$ cat src/rtl/reload_pkg.sv
// rtl/reload_pkg.sv - shared state type and default sizes for the reload scheduler
package reload_pkg;

  localparam int WIDTH_DEF = 4;
  localparam int DEPTH_DEF = 4;

  typedef enum logic [1:0] {
    IDLE  = 2'd0,
    RUN   = 2'd1,
    DRAIN = 2'd2
  } state_t;

endpackage

$ cat src/rtl/reload_if.sv
// rtl/reload_if.sv - reload request handshake plus downstream counter load/count signals
interface reload_if
  import reload_pkg::*;
#(
  parameter int WIDTH = WIDTH_DEF
) ();

  logic             enable;
  logic             req_valid;
  logic [WIDTH-1:0] req_data;
  logic             req_ready;
  logic [WIDTH-1:0] count;
  logic             load;
  logic [WIDTH-1:0] data;

  modport master (
    output enable, req_valid, req_data, count,
    input  req_ready, load, data
  );

  modport slave (
    input  enable, req_valid, req_data, count,
    output req_ready, load, data
  );

endinterface

$ cat src/rtl/reload_fifo.sv
// rtl/reload_fifo.sv - reload value queue; head reads zero when empty, no bypass path
module reload_fifo
  import reload_pkg::*;
#(
  parameter int WIDTH = WIDTH_DEF,
  parameter int DEPTH = DEPTH_DEF
) (
  input  logic                     clk,
  input  logic                     rst,
  input  logic                     push,
  input  logic [WIDTH-1:0]         push_data,
  input  logic                     pop,
  output logic [WIDTH-1:0]         head,
  output logic                     full,
  output logic                     empty,
  output logic [$clog2(DEPTH):0]   level
);

  localparam int AW = $clog2(DEPTH);
  localparam logic [AW:0] FULL_LEVEL = (AW+1)'(DEPTH);

  logic [WIDTH-1:0] mem [DEPTH];
  logic [AW-1:0]    wr_ptr;
  logic [AW-1:0]    rd_ptr;
  logic             do_push;
  logic             do_pop;

  // Offers while full and pops while empty are silently ignored.
  assign do_push = push & ~full;
  assign do_pop  = pop & ~empty;
  assign full    = (level == FULL_LEVEL);
  assign empty   = (level == '0);
  assign head    = empty ? '0 : mem[rd_ptr];

  always_ff @(posedge clk or posedge rst) begin
    if (rst) begin
      wr_ptr <= '0;
      rd_ptr <= '0;
      level  <= '0;
    end else begin
      if (do_push) wr_ptr <= wr_ptr + 1'b1;
      if (do_pop)  rd_ptr <= rd_ptr + 1'b1;
      case ({do_push, do_pop})
        2'b10:   level <= level + 1'b1;
        2'b01:   level <= level - 1'b1;
        default: level <= level;
      endcase
    end
  end

  always_ff @(posedge clk) begin
    if (do_push) mem[wr_ptr] <= push_data;
  end

endmodule

$ cat src/rtl/reload_scheduler.sv
// rtl/reload_scheduler.sv - feeds queued reload values to a down counter exactly when it hits zero
module reload_scheduler
  import reload_pkg::*;
#(
  parameter int WIDTH = WIDTH_DEF,
  parameter int DEPTH = DEPTH_DEF
) (
  input  logic                   clk,
  input  logic                   rst,
  reload_if.slave                bus,
  output logic                   expired,
  output logic                   underflow,
  output logic                   busy,
  output logic [$clog2(DEPTH):0] level
);

  state_t           state;
  state_t           state_nxt;
  logic             load;
  logic             full;
  logic             empty;
  logic             cnt_zero;
  logic [WIDTH-1:0] head;

  reload_fifo #(
    .WIDTH (WIDTH),
    .DEPTH (DEPTH)
  ) u_fifo (
    .clk       (clk),
    .rst       (rst),
    .push      (bus.req_valid),
    .push_data (bus.req_data),
    .pop       (load),
    .head      (head),
    .full      (full),
    .empty     (empty),
    .level     (level)
  );

  assign cnt_zero      = (bus.count == '0);
  assign bus.req_ready = ~full;
  assign bus.load      = load;
  assign bus.data      = head;
  assign busy          = (state != IDLE);

  always_ff @(posedge clk or posedge rst) begin
    if (rst) begin
      state     <= IDLE;
      expired   <= 1'b0;
      underflow <= 1'b0;
    end else begin
      state     <= state_nxt;
      expired   <= (state != IDLE) && cnt_zero;
      underflow <= (state == RUN) && cnt_zero && bus.enable && empty;
    end
  end

  // Reload lands in the same cycle count is zero, so the counter never wraps while running.
  always_comb begin
    state_nxt = state;
    load      = 1'b0;
    case (state)
      IDLE: begin
        load = bus.enable & ~empty;
        if (load) state_nxt = RUN;
      end
      RUN: begin
        if (cnt_zero) begin
          load      = bus.enable & ~empty;
          state_nxt = load ? RUN : IDLE;
        end else if (!bus.enable) begin
          state_nxt = DRAIN;
        end
      end
      DRAIN: begin
        if (cnt_zero) state_nxt = IDLE;
      end
      default: state_nxt = IDLE;
    endcase
  end

endmodule

$ cat src/flat_wrapper.sv
// flat-port wrapper written by rule: the top's interface ports become plain ports
module reload_scheduler_flat import reload_pkg::*;
#(
  parameter int WIDTH = WIDTH_DEF,
  parameter int DEPTH = DEPTH_DEF
)
  (clk, rst, expired, underflow, busy, level, bus_enable, bus_req_valid, bus_req_data, bus_count, bus_req_ready, bus_load, bus_data);
  reload_if #(.WIDTH(WIDTH)) bus_i ();
  input  logic clk;
  input  logic rst;
  output logic expired;
  output logic underflow;
  output logic busy;
  output logic [$clog2(DEPTH):0] level;
  input wire logic [$bits(bus_i.enable)-1:0] bus_enable;
  input wire logic [$bits(bus_i.req_valid)-1:0] bus_req_valid;
  input wire logic [$bits(bus_i.req_data)-1:0] bus_req_data;
  input wire logic [$bits(bus_i.count)-1:0] bus_count;
  output wire logic [$bits(bus_i.req_ready)-1:0] bus_req_ready;
  output wire logic [$bits(bus_i.load)-1:0] bus_load;
  output wire logic [$bits(bus_i.data)-1:0] bus_data;
  assign bus_i.enable = bus_enable;
  assign bus_i.req_valid = bus_req_valid;
  assign bus_i.req_data = bus_req_data;
  assign bus_i.count = bus_count;
  assign bus_req_ready = bus_i.req_ready;
  assign bus_load = bus_i.load;
  assign bus_data = bus_i.data;
  reload_scheduler #(.WIDTH(WIDTH), .DEPTH(DEPTH)) u_core (.clk(clk), .rst(rst), .bus(bus_i), .expired(expired), .underflow(underflow), .busy(busy), .level(level));
endmodule
$ cat config.mk
export PLATFORM = sky130hd
export DESIGN_NAME = reload_scheduler_flat
export DESIGN_NICKNAME = d
export VERILOG_FILES = /design/src/rtl/reload_pkg.sv /design/src/rtl/reload_if.sv /design/src/rtl/reload_fifo.sv /design/src/rtl/reload_scheduler.sv /design/src/flat_wrapper.sv
export SDC_FILE = /design/constraint.sdc
export NUM_CORES = 1
export LEC_CHECK = 0
export ABC_AREA = 1
export CELL_PAD_IN_SITES_DETAIL_PLACEMENT = 0
export CELL_PAD_IN_SITES_GLOBAL_PLACEMENT = 1
export CORE_ASPECT_RATIO = 2
export CORE_MARGIN = 3
export CORE_UTILIZATION = 35
export DETAILED_ROUTE_END_ITERATION = 16
export PLACE_DENSITY = 0.85
export SKIP_CTS_REPAIR_TIMING = 1
export SYNTH_ARGS = -nofsm -noshare
export SYNTH_HDL_FRONTEND = slang
export SYNTH_SLANG_ARGS = --single-unit
$ cat constraint.sdc
create_clock -name clk -period 1.8 [get_ports clk]
set_clock_uncertainty 0.05 [all_clocks]
set_input_delay 0.27 -clock clk [delete_from_list [all_inputs] [get_ports clk]]
set_output_delay 0.27 -clock clk [all_outputs]
set_load 0.02 [all_outputs]
# == Word-level counts from Yosys, hierarchy flattened ==
# Memory sizes are Yosys's and may differ from the RTL's.
# Cells that the tools add are included.
# W data, S select, Z words.
# word_totals
register_bits,11
mem_bits_rw,16
input_bits,12
out_inout_bits,12
elab_cells,46
mem_count,1
# op_classes
add_sub_neg,4
eq_ne,8
mux,12
n_bitwise,5
reduce_logical,10
# memory_table
name,depth,word_bits,rd,rd_ports_with_merged_regs,wr,line_no,rtl
u_core.u_fifo.mem,4,4,1,0,1,reload_fifo.sv:22,logic [WIDTH-1:0] mem [DEPTH];
# ops
operator,n
$mux W2,4
$pmux W2 S3,1
$pmux W3 S2,1
$add A2 B1 Y2 const B,2
$eq A2 B1 Y1 const B,2
$eq A2 B2 Y1 const B,2
$logic_and A1 B1 Y1,4
$logic_not A4 Y1,1
$mux W1,4
$mux W4,1
$ne A2 B1 Y1 const B,2
$reduce_bool A2 Y1,2
$add A3 B1 Y3 const B,1
$and A1 B1 Y1,3
$eq A3 B3 Y1 const B,1
$logic_not A3 Y1,1
$ne A3 B2 Y1 const B,1
$reduce_and A3 Y1,1
$sub A3 B1 Y3 const B,1
$logic_not A2 Y1,1
$not A1 Y1,2
$pmux W1 S2,1

# == Logic depth before layout (Yosys ltp) ==
# Gate-level depths: netlist (run 1).
# logic_depth
word_depth,8
mapped_depth,12
mapped_depth_nobuf,12

# == Hierarchy ==
# A second synthesis (run 1) with hierarchy kept.
# unflattened
hier_cells,149
area_unflattened_um2,1360.1
# modules_own_cells
mod,n_inst,cells_per_inst,area_each_um2,seq_area_each_um2
reload_fifo,1,122,1153.6,655.6
reload_scheduler,1,27,206.4,100.1

# == Least setup slack after synthesis (run 1) ==
# OpenSTA, ideal clock, no wires.
# synth_timing
path_type,register to register
from,register u_core.u_fifo.level[0]
to,register u_core.u_fifo.level[2]
setup_time_ns,0.079
t_arrival_ns,1.797
required_time_ns,1.671
path_slack_ns,-0.126
path_stages_with_launch,11
path_buffers,0
period_less_slack_ns,1.926
path_cell_list,dfrtp_1 -> nor2_4 -> nand2_4 -> nand2_8 -> ha_1 -> inv_1 -> fa_1 -> nor2_1 -> nor2_1 -> nand2_1 -> xor2_1
# synth_between
word_cells_on_any_way,15
cone_classes,add/sub (2); eq/ne (3); mux (3); bitwise (5); reduce/logical (2)
# synth_lines
element,line_no,rtl
from (decl),reload_fifo.sv:16,output logic [$clog2(DEPTH):0] level
from (signal assigned),reload_fifo.sv:44,2'b10: level <= level + 1'b1;
from (signal assigned),reload_fifo.sv:45,2'b01: level <= level - 1'b1;
from (signal assigned),reload_fifo.sv:46,default: level <= level;
$eq A3 B3 Y1 (*),reload_fifo.sv:31,assign full = (level == FULL_LEVEL);
$not A1 Y1 (*),n/a,
via bus_req_ready,flat_wrapper.sv:19,output wire logic [$bits(bus_i.req_ready)-1:0] bus_req_ready;
$and A1 B1 Y1 (*),reload_fifo.sv:29,assign do_push = push & ~full;
$eq A2 B1 Y1 or $eq A2 B2 Y1 (tied branches),reload_fifo.sv:43,"case ({do_push, do_pop})"
$pmux W3 S2 or $reduce_bool A2 Y1 (tied branches),n/a,
# The timed path passes the listed nets; every way through them passes the cells marked *.
# A chain may end at the register's enable or synchronous reset.

# == Worst setup path in the final report (run 1) ==
# layout_timing
from,register u_core.u_fifo.level[1]
to,register u_core.u_fifo.level[2]
# layout_between
elab_chain_cells,8
word_cells_on_any_way,15
cone_classes,add/sub (2); eq/ne (3); mux (3); bitwise (5); reduce/logical (2)
# layout_lines
element,line_no,rtl
$logic_not A3 Y1 (*),reload_fifo.sv:32,assign empty = (level == '0);
$not A1 Y1 (*),"reload_fifo.sv:30, reload_scheduler.sv:64, reload_scheduler.sv:69",
$and A1 B1 Y1,"reload_scheduler.sv:64, reload_scheduler.sv:69",
$mux W1,reload_scheduler.sv:68,if (cnt_zero) begin
$pmux W1 S2,reload_scheduler.sv:62,case (state)
$and A1 B1 Y1 (*),reload_fifo.sv:30,assign do_pop = pop & ~empty;
via u_core.u_fifo.do_pop,reload_fifo.sv:26,logic do_pop;
$eq A2 B1 Y1 or $eq A2 B2 Y1 (tied branches),reload_fifo.sv:43,
$pmux W3 S2 or $reduce_bool A2 Y1 (tied branches),n/a,
# Marked as above.

==> results of run 1 <==
## where the power goes
| group | switching [mW] | leakage (nW) | total, mW | internal, mW |
|---|---|---|---|---|
| combinational | 0.875 | 0.537 | 1.60 | 0.726 |
| sequential | 0.161 | 0.276 | 1.02 | 0.856 |
| clock | 0.184 | 0.0217 | 0.341 | 0.157 |
| total | 1.22 | 0.834 | 2.96 | 1.74 |
## worst reg2reg max path, cell delays in order, from the launching register on
cell                      delay [ns]
sky130_fd_sc_hd__dfrtp_2        0.42
sky130_fd_sc_hd__nor2_4         0.07
sky130_fd_sc_hd__a21oi_4        0.15
sky130_fd_sc_hd__nand3_4        0.11
sky130_fd_sc_hd__inv_4          0.07
sky130_fd_sc_hd__ha_4           0.12
sky130_fd_sc_hd__inv_2          0.04
sky130_fd_sc_hd__fa_2           0.33
sky130_fd_sc_hd__nor2_1         0.11
sky130_fd_sc_hd__nor2_1         0.05
sky130_fd_sc_hd__nand2_1        0.07
sky130_fd_sc_hd__xor2_1         0.13
## through the flow
stage	cell area, um2	cells
2_1_floorplan	1330	126
3_3_place_gp	1690	207
3_5_place_dp	1690	207
4_1_cts	1740	211
5_1_grt	1810	217
6_report	1810	217
## metal layers
metal	track usage, %	vias up	part of all wire (%)
met5	0	-	0
met4	5.70	0	1.9
met3	2.25	5	3.2
met2	22.5	16	61
met1	10.5	438	34
li1	-	486	-
## cells by family after synthesis
group	after synthesis	synth area share, %
xor+xnor	4	3.26
buf+inv	21	6.42
simple gates	52	19.4
compound gates	16	6.71
flops	27	57.9
fa+ha+maj	6	6.32
## path summary, 6_finish.rpt
kind                       slack, ns  cells after the start              startpoint                       to
max reg2reg                     0.02                     11  u_core.u_fifo.level[1]   u_core.u_fifo.level[2]
max in group asynchronous       1.14                      2                     rst  u_core.u_fifo.rd_ptr[0]
max                             0.02                     11  u_core.u_fifo.level[1]   u_core.u_fifo.level[2]
min in group clk                0.30                      3              bus_enable          u_core.state[0]
min reg2reg                     0.52                      2  u_core.u_fifo.level[1]   u_core.u_fifo.level[1]
min                             0.23                      2                     rst   u_core.u_fifo.level[0]
## cells in the final DEF (no fill, tap or decap), types with 5 or more instances in the layout
cell and n:
sky130_fd_sc_hd__buf_4 18, sky130_fd_sc_hd__clkdlybuf4s50_1 11, sky130_fd_sc_hd__dfrtp_1 5, sky130_fd_sc_hd__dfrtp_2 6, sky130_fd_sc_hd__dlymetal6s2s_1 8, sky130_fd_sc_hd__edfxtp_1 16, sky130_fd_sc_hd__inv_1 12, sky130_fd_sc_hd__inv_2 5
sky130_fd_sc_hd__nand2_1 10, sky130_fd_sc_hd__nor2_1 27, sky130_fd_sc_hd__o21ai_1 6
## registers in the layout (all words and copies together), names as in the netlist
signal / flops
u_core.expired: 1
u_core.state: 2
u_core.u_fifo.level: 3
u_core.u_fifo.mem: 16
u_core.u_fifo.rd_ptr: 2
u_core.u_fifo.wr_ptr: 2
u_core.underflow: 1
## cell usage after synthesis
cell / count
sky130_fd_sc_hd__a21oi_1: 4
sky130_fd_sc_hd__a21oi_2: 2
sky130_fd_sc_hd__buf_2: 1
sky130_fd_sc_hd__buf_4: 1
sky130_fd_sc_hd__dfrtp_1: 11
sky130_fd_sc_hd__edfxtp_1: 16
sky130_fd_sc_hd__fa_1: 1
sky130_fd_sc_hd__ha_1: 5
sky130_fd_sc_hd__inv_1: 17
sky130_fd_sc_hd__inv_2: 2
sky130_fd_sc_hd__nand2_1: 10
sky130_fd_sc_hd__nand2_2: 3
sky130_fd_sc_hd__nand2_4: 1
sky130_fd_sc_hd__nand2_8: 1
sky130_fd_sc_hd__nand3_1: 4
sky130_fd_sc_hd__nand3_2: 1
sky130_fd_sc_hd__nand4_1: 1
sky130_fd_sc_hd__nor2_1: 27
sky130_fd_sc_hd__nor2_2: 2
sky130_fd_sc_hd__nor2_4: 1
sky130_fd_sc_hd__nor3_1: 1
sky130_fd_sc_hd__o21ai_0: 4
sky130_fd_sc_hd__o21ai_1: 6
sky130_fd_sc_hd__xnor2_1: 1
sky130_fd_sc_hd__xor2_1: 2
sky130_fd_sc_hd__xor2_2: 1
## final cells by class
type	count	area, um2	area share, %
clock inverters	1	7.51	0.414
repair buffers	41	365	20.1
multi-input cells	78	500	27.6
flip-flops and latches	27	763	42.1
inverters	19	76.3	4.21
clock buffers	3	41.3	2.28
well taps	48	60.1	3.31
==> flow_summary.rst, run 1 <==
.. list-table::
   :header-rows: 1

   * - Metric
     - Value
   * - Result of the run
     - finished, final reports clean
   * - Buffer and inverter count on the worst path
     - 2
   * - Critical path cell sequence
     - nor2_4, a21oi_4, nand3_4, inv_4, ha_4, inv_2, fa_2, nor2_1, nor2_1, nand2_1, xor2_1
   * - Number of clock buffers inserted by TritonCTS
     - 3
   * - Vias per cell
     - 4.35
   * - Area fraction of the dominant cell type after synthesis
     - 36.8%
   * - Net count, final
     - 188
   * - Final core occ
     - 52.0%
   * - Setup Viol. Count Final
     - 0
   * - Remaining antenna violation count after routing
     - 0
   * - Synthesized instance count
     - 126
   * - GRT Util Overall
     - 11.4%
   * - Final hold violation count
     - 0
   * - Starting Density
     - 37.4%
   * - Per-instance average area after synthesis
     - 10.4 um2
   * - Buffer levels on the longest clock path
     - 2
   * - Global-route wire length before repair
     - 4.01 mm
   * - Least setup slack across all paths after layout
     - 0.0204 ns
   * - Ant diodes
     - 0
   * - Critical path startpoint category
     - flop
   * - Horizontal die dimension
     - 49.2 um
   * - Most area-consuming cells after synthesis
     - sky130_fd_sc_hd__edfxtp_1, sky130_fd_sc_hd__dfrtp_1, sky130_fd_sc_hd__nor2_1, sky130_fd_sc_hd__inv_1, sky130_fd_sc_hd__ha_1
   * - Final total negative setup slack
     - 0 ns
   * - Count of max-cap constraint violations
     - 0
   * - Synthesized area
     - 1310 um2
   * - Unrepaired setup endpoints after global routing
     - true
   * - Cell family with the largest share of critical-path delay
     - adder cells
   * - Final period util
     - 98.9%
   * - CTS tree
     - done
   * - Htree depth
     - 1
   * - Worst slack, placed
     - -0.387 ns
   * - Crit path capture type
     - flop
   * - Die Y
     - 92.4 um
   * - Worst hold slack
     - 0.234 ns
   * - Synth cell types
     - 26
   * - Number of iterations in the first detailed-routing pass
     - 4
   * - Reported leakage power
     - 0.834 nW
   * - Fmax
     - 562 MHz
   * - Vias in the first global route
     - 940
   * - Maximum fanout count along the critical path
     - 4
   * - Count of state elements after synthesis
     - 27
   * - Synth-to-layout area growth
     - 38.9%
   * - Top-Level Pins
     - 24
   * - Number of port buffers
     - 23
   * - Routability congestion estimate
     - 0.761
   * - Peak VDD IR
     - 0.00107 V
   * - Critical path required time
     - 1.95 ns
   * - CP arrival
     - 1.93 ns
   * - Filler Cell Count
     - 308
   * - Post-Syn Nets
     - 144
   * - Max Slew Vio Count
     - 0
   * - Post-synthesis sequential area ratio
     - 57.9%
   * - Crit-path slowest cell
     - sky130_fd_sc_hd__dfrtp_2
   * - Placeable Area
     - 3490 um2
   * - Largest net degree at the start of global routing
     - 17
   * - Synthesis Warnings
     - 0
   * - Global-route congestion overflow total
     - 0
   * - Initial antenna violation count
     - 0
   * - Half-perimeter wire length after detailed placement
     - 1.93 mm
   * - Number of remaining DRC errors
     - 0
   * - Share of cells above drive strength 1
     - 32.0%
   * - Power Total
     - 2.96 mW
   * - Drt total wl
     - 2.46 mm
   * - Clock insertion delay at the later pin of the skew report
     - 0.27 ns
   * - Least-Margin Pin Slew
     - 0.439 ns
   * - Kind of path behind the tightest hold check
     - input port to async pin
   * - Drt initial violations
     - 26
   * - Area of the die
     - 4550 um2
   * - Top cell type by total area after synthesis
     - sky130_fd_sc_hd__edfxtp_1
   * - Avg WL per Cell
     - 11.3 um
   * - Number of placement rows
     - 30
   * - Via count
     - 945
   * - Largest incremental delay on the critical path
     - 0.42 ns
   * - Clk root buf
     - sky130_fd_sc_hd__clkbuf_8
   * - Number of clock sinks
     - 27
   * - Most frequent cell on the critical path
     - sky130_fd_sc_hd__nor2_1
   * - Worst max-slew margin expressed relative to the limit
     - 70.7%
   * - Power per cell area
     - 1630 nW/um2
   * - Clock-pin slew on the worst setup and hold paths
     - 0.09 ns
   * - Category of the most critical setup path
     - flop to flop
   * - Final critical-path required period
     - 1.78 ns
(Power assumes the default switching activity.)
==> run 2, diff against run 1 <==
--- a/config.mk
+++ b/config.mk
@@ -10,9 +10,9 @@
 export CELL_PAD_IN_SITES_GLOBAL_PLACEMENT = 1
 export CORE_ASPECT_RATIO = 2
 export CORE_MARGIN = 3
-export CORE_UTILIZATION = 35
+export CORE_UTILIZATION = 42
 export DETAILED_ROUTE_END_ITERATION = 16
-export PLACE_DENSITY = 0.85
+export PLACE_DENSITY = 0.94
 export SKIP_CTS_REPAIR_TIMING = 1
 export SYNTH_ARGS = -nofsm -noshare
 export SYNTH_HDL_FRONTEND = slang
==> constraint.sdc (replaced) <==
create_clock -name clk -period 2.3 [get_ports clk]
set_clock_uncertainty 0.05 [all_clocks]
set_input_delay 0.345 -clock clk [delete_from_list [all_inputs] [get_ports clk]]
set_output_delay 0.345 -clock clk [all_outputs]
set_load 0.02 [all_outputs]
==> run 2 against run 1 <==
Die area down 15%. Flip-flop and latch count unchanged. Register-to-register slack better by 0.37 ns. Clock power down 24%. Sequential power down 22%. First-iteration DRC count down 12%. Critical path type is now input port to output port. Largest cell class unchanged. Highest routed layer unchanged.
==> flow_summary.rst, run 2 (synthesis results as in run 1) <==
.. list-table::
   :header-rows: 1

   * - Metric
     - Value
   * - Number of placement rows
     - 28 (was 30)
   * - Worst hold slack
     - 0.316 ns (was 0.234 ns)
   * - Area of the die
     - 3860 um2 (was 4550 um2)
   * - Drt total wl
     - 2.10 mm (was 2.46 mm)
   * - Vias per cell
     - 4.77 (was 4.35)
   * - Number of port buffers
     - 23 (unchanged)
   * - Power share of the combinational group
     - 50.3% (was 54.1%)
   * - Worst setup path start
     - bus_enable (was u_core.u_fifo.level[1])
   * - CTS tree
     - done (unchanged)
   * - Maximum fanout count along the critical path
     - 3 (was 4)
   * - Most frequent standard cell in the layout excluding fill and tap cells
     - sky130_fd_sc_hd__nor2_1 (unchanged)
   * - Registers with the highest flip-flop counts
     - u_core.u_fifo.mem x16, u_core.u_fifo.level x3 (unchanged)
   * - Net count, final
     - 174 (was 188)
   * - Via count
     - 882 (was 945)
   * - Least-Margin Pin Slew
     - 0.439 ns (about the same)
   * - Clk root buf
     - sky130_fd_sc_hd__clkbuf_8 (unchanged)
   * - Htree depth
     - 1 (unchanged)
   * - GRT Util Overall
     - 12.8% (was 11.4%)
   * - Most flop-heavy register
     - u_core.u_fifo.mem (unchanged)
   * - Switching part of the total power
     - 40.7% (was 41.2%)
   * - Register-to-register setup slack
     - 0.39 ns (was 0.02 ns)
   * - Remaining antenna violation count after routing
     - 0 (unchanged)
   * - Initial antenna violation count
     - 0 (unchanged)
   * - Power per cell area
     - 1290 nW/um2 (was 1630 nW/um2)
   * - Ant diodes
     - 0 (unchanged)
   * - Critical Path Sink
     - bus_load (was u_core.u_fifo.level[2])
   * - Top-Level Pins
     - 24 (unchanged)
   * - Kind of path behind the tightest hold check
     - input port to async pin (unchanged)
   * - Crit path capture type
     - output port (was flop)
   * - Reported leakage power
     - 0.711 nW (was 0.834 nW)
   * - CP arrival
     - 1.81 ns (was 1.93 ns)
   * - Final critical-path required period
     - 2.20 ns
   * - Max Slew Vio Count
     - 0 (unchanged)
   * - Flip-flop count of the largest register, all copies and words added
     - 16 (unchanged)
   * - Critical path startpoint category
     - input port (was flop)
   * - Drt initial violations
     - 23 (was 26)
   * - Fmax
     - 454 MHz
   * - Clock-pin slew on the worst setup and hold paths
     - 0.09 ns (about the same)
   * - Result of the run
     - finished, final reports clean (unchanged)
   * - Peak VDD IR
     - 0.000804 V (was 0.00107 V)
   * - Unrepaired setup endpoints after global routing
     - false (was true)
   * - Clock group share of total power
     - 12.2% (was 11.5%)
   * - Number of remaining DRC errors
     - 0 (unchanged)
   * - Share of cells above drive strength 1
     - 16.1% (was 32.0%)
   * - R2R Path Start
     - u_core.u_fifo.level[2] (was u_core.u_fifo.level[1])
   * - Placeable Area
     - 2980 um2 (was 3490 um2)
   * - Global-route wire length before repair
     - 3.61 mm (was 4.01 mm)
   * - Worst max-slew margin expressed relative to the limit
     - 70.7% (about the same)
   * - Buffer levels on the longest clock path
     - 2 (unchanged)
   * - Synth-to-layout area growth
     - 26.0% (was 38.9%)
   * - R2R depth
     - 11 (unchanged)
   * - Terminus of the critical flop-to-flop path
     - u_core.u_fifo.level[2] (unchanged)
   * - Avg WL per Cell
     - 11.4 um (was 11.3 um)
   * - Horizontal die dimension
     - 45.4 um (was 49.2 um)
   * - Half-perimeter wire length after detailed placement
     - 1.79 mm (was 1.93 mm)
   * - Clock insertion delay at the later pin of the skew report
     - 0.27 ns (about the same)
   * - Largest net degree at the start of global routing
     - 17 (unchanged)
   * - Routability congestion estimate
     - 0.798 (was 0.761)
   * - Final core occ
     - 55.3% (was 52.0%)
   * - Number of iterations in the first detailed-routing pass
     - 4 (unchanged)
   * - Category of the most critical setup path
     - input port to output port (was flop to flop)
   * - Count of max-cap constraint violations
     - 0 (unchanged)
   * - Starting Density
     - 43.9% (was 37.4%)
   * - Critical path required time
     - 1.90 ns (was 1.95 ns)
   * - Setup Viol. Count Final
     - 0 (unchanged)
   * - Register share of total power
     - 37.5% (was 34.4%)
   * - Int Power
     - 1.26 mW (was 1.74 mW)
   * - Number of clock buffers inserted by TritonCTS
     - 3 (unchanged)
   * - Final total negative setup slack
     - 0 ns (unchanged)
   * - Die Y
     - 84.9 um (was 92.4 um)
   * - Global-route congestion overflow total
     - 0 (unchanged)
   * - Commonest cells after routing, fill and taps aside
     - sky130_fd_sc_hd__nor2_1, sky130_fd_sc_hd__clkdlybuf4s50_1, sky130_fd_sc_hd__inv_1, sky130_fd_sc_hd__edfxtp_1, sky130_fd_sc_hd__nand2_1 (was sky130_fd_sc_hd__nor2_1, sky130_fd_sc_hd__buf_4, sky130_fd_sc_hd__edfxtp_1)
   * - Switching power of the nets
     - 863 uW (was 1.22 mW)
   * - Number of clock sinks
     - 27 (unchanged)
   * - Vias in the first global route
     - 867 (was 940)
   * - Final hold violation count
     - 0 (unchanged)
   * - Final period util
     - 95.7%
run 2: changes by cell type in the layout (fill, tap and decap cells not counted), moves of 2 or more:
cell	before	now
sky130_fd_sc_hd__buf_4	18	4
sky130_fd_sc_hd__clkbuf_2	4	0
sky130_fd_sc_hd__clkdlybuf4s50_1	11	22
sky130_fd_sc_hd__dfrtp_1	5	9
sky130_fd_sc_hd__dfrtp_2	6	2
sky130_fd_sc_hd__dlymetal6s2s_1	8	1
sky130_fd_sc_hd__inv_1	12	16
sky130_fd_sc_hd__inv_2	5	3
sky130_fd_sc_hd__inv_4	2	0
run 2: worst max-delay path, cell delays in order:
cell	delay [ns]
sky130_fd_sc_hd__clkdlybuf4s50_1	0.49
sky130_fd_sc_hd__inv_1	0.08
sky130_fd_sc_hd__a21oi_2	0.13
sky130_fd_sc_hd__nand3_2	0.09
sky130_fd_sc_hd__inv_1	0.07
sky130_fd_sc_hd__clkdlybuf4s50_1	0.60
run 2: routing by layer:
layer  up-vias  part of all wire (%)  global-route usage (%)
met5         -                     0                       0
met4         0                   2.2                    6.40
met3         5                   3.1                    2.12
met2        15                    61                    23.8
met1       402                    34                    12.2
li1        460                     -                       -
run 2: worst min path at each step:
stage | slack [ns] | startpoint | end
2_1_floorplan | 0.15 | rst | u_core.expired
3_3_place_gp | 0.51 | u_core.state[1] | u_core.expired
3_5_place_dp | 0.52 | u_core.state[1] | u_core.u_fifo.rd_ptr[0]
4_1_cts | 0.34 | rst | u_core.u_fifo.level[0]
5_1_grt | 0.35 | rst | u_core.u_fifo.level[2]
6_report | 0.32 | rst | u_core.u_fifo.level[2]
run 2: power by group through the flow:
stage                     logic (mW)  clock network [mW]  registers, mW
after floorplan                0.716                   0          0.784
after global placement          1.04                   0          0.798
after detailed placement        1.07                   0          0.804
after CTS                       1.07               0.266          0.793
after global routing            1.18               0.287          0.815
final                           1.07               0.259          0.795
run 2: area by class of cell:
class	instances	area, um2
Multi-Input combinational cell	78	467
Clock inverter	1	7.51
Fill cell	270	1330
Tap cell	30	37.5
Inverter	19	71.3
Clock buffer	3	41.3
Timing Repair Buffer	27	263
Sequential cell	27	758
run 2: per-stage QoR:
stage | total power, mW | std cells | worst slack (ns) | area, um2
finish | 2.12 | 185 | 0.0996 | 1650
global route | 2.29 | 185 | 0.00352 | 1650
CTS | 2.13 | 184 | -0.0540 | 1630
detailed placement | 1.87 | 180 | 0.00113 | 1580
global placement | 1.84 | 180 | 0.0709 | 1580
floorplan | 1.50 | 126 | 0.374 | 1310
==> run 3, diff against run 2 <==
--- a/config.mk
+++ b/config.mk
@@ -12,6 +12,7 @@
 export CORE_MARGIN = 3
 export CORE_UTILIZATION = 42
 export DETAILED_ROUTE_END_ITERATION = 16
+export MAX_ROUTING_LAYER = met4
 export PLACE_DENSITY = 0.94
 export SKIP_CTS_REPAIR_TIMING = 1
 export SYNTH_ARGS = -nofsm -noshare
==> run 3 against run 2 <==
Register-to-register slack about the same. Utilization unchanged. Count of clock-buffer cells in the layout unchanged. Setup slack unchanged. Cell count unchanged. Non-clock buffer count unchanged. Fmax unchanged. Global-route usage increased by 0.36 points. Sequential power about the same. Die area unchanged. Critical endpoint unchanged.
==> flow_summary.rst, run 3 (synthesis results as in run 1) <==
.. list-table::
   :header-rows: 1

   * - Metric
     - Value
   * - Switching power of the nets
     - 863 uW (about the same)
   * - Vias in the first global route
     - 867 (unchanged)
   * - Number of placement rows
     - 28 (unchanged)
   * - Final core occ
     - 55.3% (unchanged)
   * - Worst max-slew margin expressed relative to the limit
     - 70.7% (about the same)
   * - Final critical-path required period
     - 2.20 ns (unchanged)
   * - Initial antenna violation count
     - 0 (unchanged)
   * - Most frequent standard cell in the layout excluding fill and tap cells
     - sky130_fd_sc_hd__nor2_1 (unchanged)
   * - Reported leakage power
     - 0.711 nW (unchanged)
   * - Global-route wire length before repair
     - 3.62 mm (was 3.61 mm)
   * - Kind of path behind the tightest hold check
     - input port to async pin (unchanged)
   * - Number of clock buffers inserted by TritonCTS
     - 3 (unchanged)
   * - Share of cells above drive strength 1
     - 16.1% (unchanged)
   * - Starting Density
     - 43.9% (unchanged)
   * - Die Y
     - 84.9 um (unchanged)
   * - Crit path capture type
     - output port (unchanged)
   * - Final hold violation count
     - 0 (unchanged)
   * - CP arrival
     - 1.81 ns (about the same)
   * - Final period util
     - 95.7% (unchanged)
   * - Via count
     - 882 (unchanged)
   * - Routability congestion estimate
     - 0.809 (was 0.798)
   * - Drt total wl
     - 2.10 mm (unchanged)
   * - Vias per cell
     - 4.77 (unchanged)
   * - Clock-pin slew on the worst setup and hold paths
     - 0.09 ns (about the same)
   * - Placed Area
     - 1580 um2 (unchanged)
   * - Registers with the highest flip-flop counts
     - u_core.u_fifo.mem x16, u_core.u_fifo.level x3 (unchanged)
   * - Number of iterations in the first detailed-routing pass
     - 4 (unchanged)
   * - Net count, final
     - 174 (unchanged)
   * - Placeable Area
     - 2980 um2 (unchanged)
   * - Clk root buf
     - sky130_fd_sc_hd__clkbuf_8 (unchanged)
   * - Int Power
     - 1.26 mW (unchanged)
   * - Flip-flop count of the largest register, all copies and words added
     - 16 (unchanged)
   * - Power Total
     - 2.12 mW (about the same)
   * - Horizontal die dimension
     - 45.4 um (unchanged)
   * - Least-Margin Pin Slew
     - 0.439 ns (about the same)
   * - Max Slew Vio Count
     - 0 (unchanged)
   * - Fmax
     - 454 MHz (unchanged)
   * - Unrepaired setup endpoints after global routing
     - false (unchanged)
   * - Setup Viol. Count Final
     - 0 (unchanged)
   * - Avg WL per Cell
     - 11.4 um (unchanged)
   * - CTS tree
     - done (unchanged)
   * - Clock group share of total power
     - 12.2% (about the same)
   * - Htree depth
     - 1 (unchanged)
   * - Register share of total power
     - 37.5% (about the same)
   * - Clock insertion delay at the later pin of the skew report
     - 0.27 ns (about the same)
   * - Half-perimeter wire length after detailed placement
     - 1.79 mm (unchanged)
   * - Number of clock sinks
     - 27 (unchanged)
   * - Peak VDD IR
     - 0.000804 V (about the same)
   * - Switching part of the total power
     - 40.7% (about the same)
   * - Most flop-heavy register
     - u_core.u_fifo.mem (unchanged)
   * - Buffer levels on the longest clock path
     - 2 (unchanged)
   * - Power share of the combinational group
     - 50.3% (about the same)
   * - Category of the most critical setup path
     - input port to output port (unchanged)
   * - Post-layout instance area
     - 1650 um2 (unchanged)
   * - Drt initial violations
     - 20 (was 23)
   * - Global-route congestion overflow total
     - 0 (unchanged)
   * - Ant diodes
     - 0 (unchanged)
   * - Number of remaining DRC errors
     - 0 (unchanged)
   * - Top-Level Pins
     - 24 (unchanged)
   * - Area of the die
     - 3860 um2 (unchanged)
   * - Number of port buffers
     - 23 (unchanged)
   * - Result of the run
     - finished, final reports clean (unchanged)
   * - Maximum fanout count along the critical path
     - 3 (unchanged)
   * - Critical path required time
     - 1.90 ns (about the same)
   * - Commonest cells after routing, fill and taps aside
     - sky130_fd_sc_hd__nor2_1, sky130_fd_sc_hd__clkdlybuf4s50_1, sky130_fd_sc_hd__inv_1, sky130_fd_sc_hd__edfxtp_1, sky130_fd_sc_hd__nand2_1 (unchanged)
   * - Remaining antenna violation count after routing
     - 0 (unchanged)
   * - Largest net degree at the start of global routing
     - 17 (unchanged)
   * - GRT Util Overall
     - 13.1% (was 12.8%)
   * - Count of max-cap constraint violations
     - 0 (unchanged)
   * - Power per cell area
     - 1290 nW/um2 (about the same)
   * - Critical path startpoint category
     - input port (unchanged)
   * - Synth-to-layout area growth
     - 26.0% (unchanged)
==> run 3: cell counts in the layout (fill, tap and decap cells not counted) <==
Identical to the previous run, type by type.
==> run 3: path summary, 6_finish.rpt <==
path	startpoint	to	slack [ns]	cells past startpoint
max in group asynchronous	rst	u_core.u_fifo.rd_ptr[0]	1.56	2
max reg2reg	u_core.u_fifo.level[2]	u_core.u_fifo.level[2]	0.39	11
min reg2reg	u_core.state[1]	u_core.u_fifo.rd_ptr[0]	0.52	3
max	bus_enable	bus_load	0.1	6
min	rst	u_core.u_fifo.level[2]	0.32	2
min in group clk	u_core.state[1]	u_core.u_fifo.rd_ptr[0]	0.52	3
==> run 3: cell type report <==
class	count	area, um2
fillers	270	1330
clock buffers	3	41.3
well taps	30	37.5
flip-flops and latches	27	758
multi-input cells	78	467
repair buffers	27	263
inverters	19	71.3
clock inverters	1	7.51
==> run 3: power by group through the flow <==
| stage | combinational [mW] | clock, mW | sequential (mW) |
|---|---|---|---|
| 6_report | 1.07 | 0.259 | 0.795 |
| 5_1_grt | 1.18 | 0.287 | 0.815 |
| 4_1_cts | 1.07 | 0.266 | 0.793 |
| 3_5_place_dp | 1.07 | 0 | 0.804 |
| 3_3_place_gp | 1.04 | 0 | 0.798 |
| 2_1_floorplan | 0.716 | 0 | 0.784 |
==> run 3: per-layer routing <==
layer | global-route usage (%) | share of wire (%) | wire (um)
met2 | 23.8 | 61 | 1290
met1 | 12.3 | 34 | 712
met5 | - | 0 | 0
met3 | 1.91 | 2.8 | 59
met4 | 6.40 | 2.2 | 46
==> run 3: critical path: stages <==
cell and delay (ns):
sky130_fd_sc_hd__clkdlybuf4s50_1 0.49, sky130_fd_sc_hd__inv_1 0.08, sky130_fd_sc_hd__a21oi_2 0.13, sky130_fd_sc_hd__nand3_2 0.09, sky130_fd_sc_hd__inv_1 0.07, sky130_fd_sc_hd__clkdlybuf4s50_1 0.60
==> run 3: stage by stage <==
stage | worst slack [ns] | TNS (ns) | hold slack (ns) | cells
final | 0.0996 | 0 | 0.316 | 185
after global routing | 0.00352 | 0 | 0.353 | 185
after CTS | -0.0540 | -0.160 | 0.336 | 184
after detailed placement | 0.00113 | 0 | 0.516 | 180
after global placement | 0.0709 | 0 | 0.508 | 180
after floorplan | 0.374 | 0 | 0.147 | 126
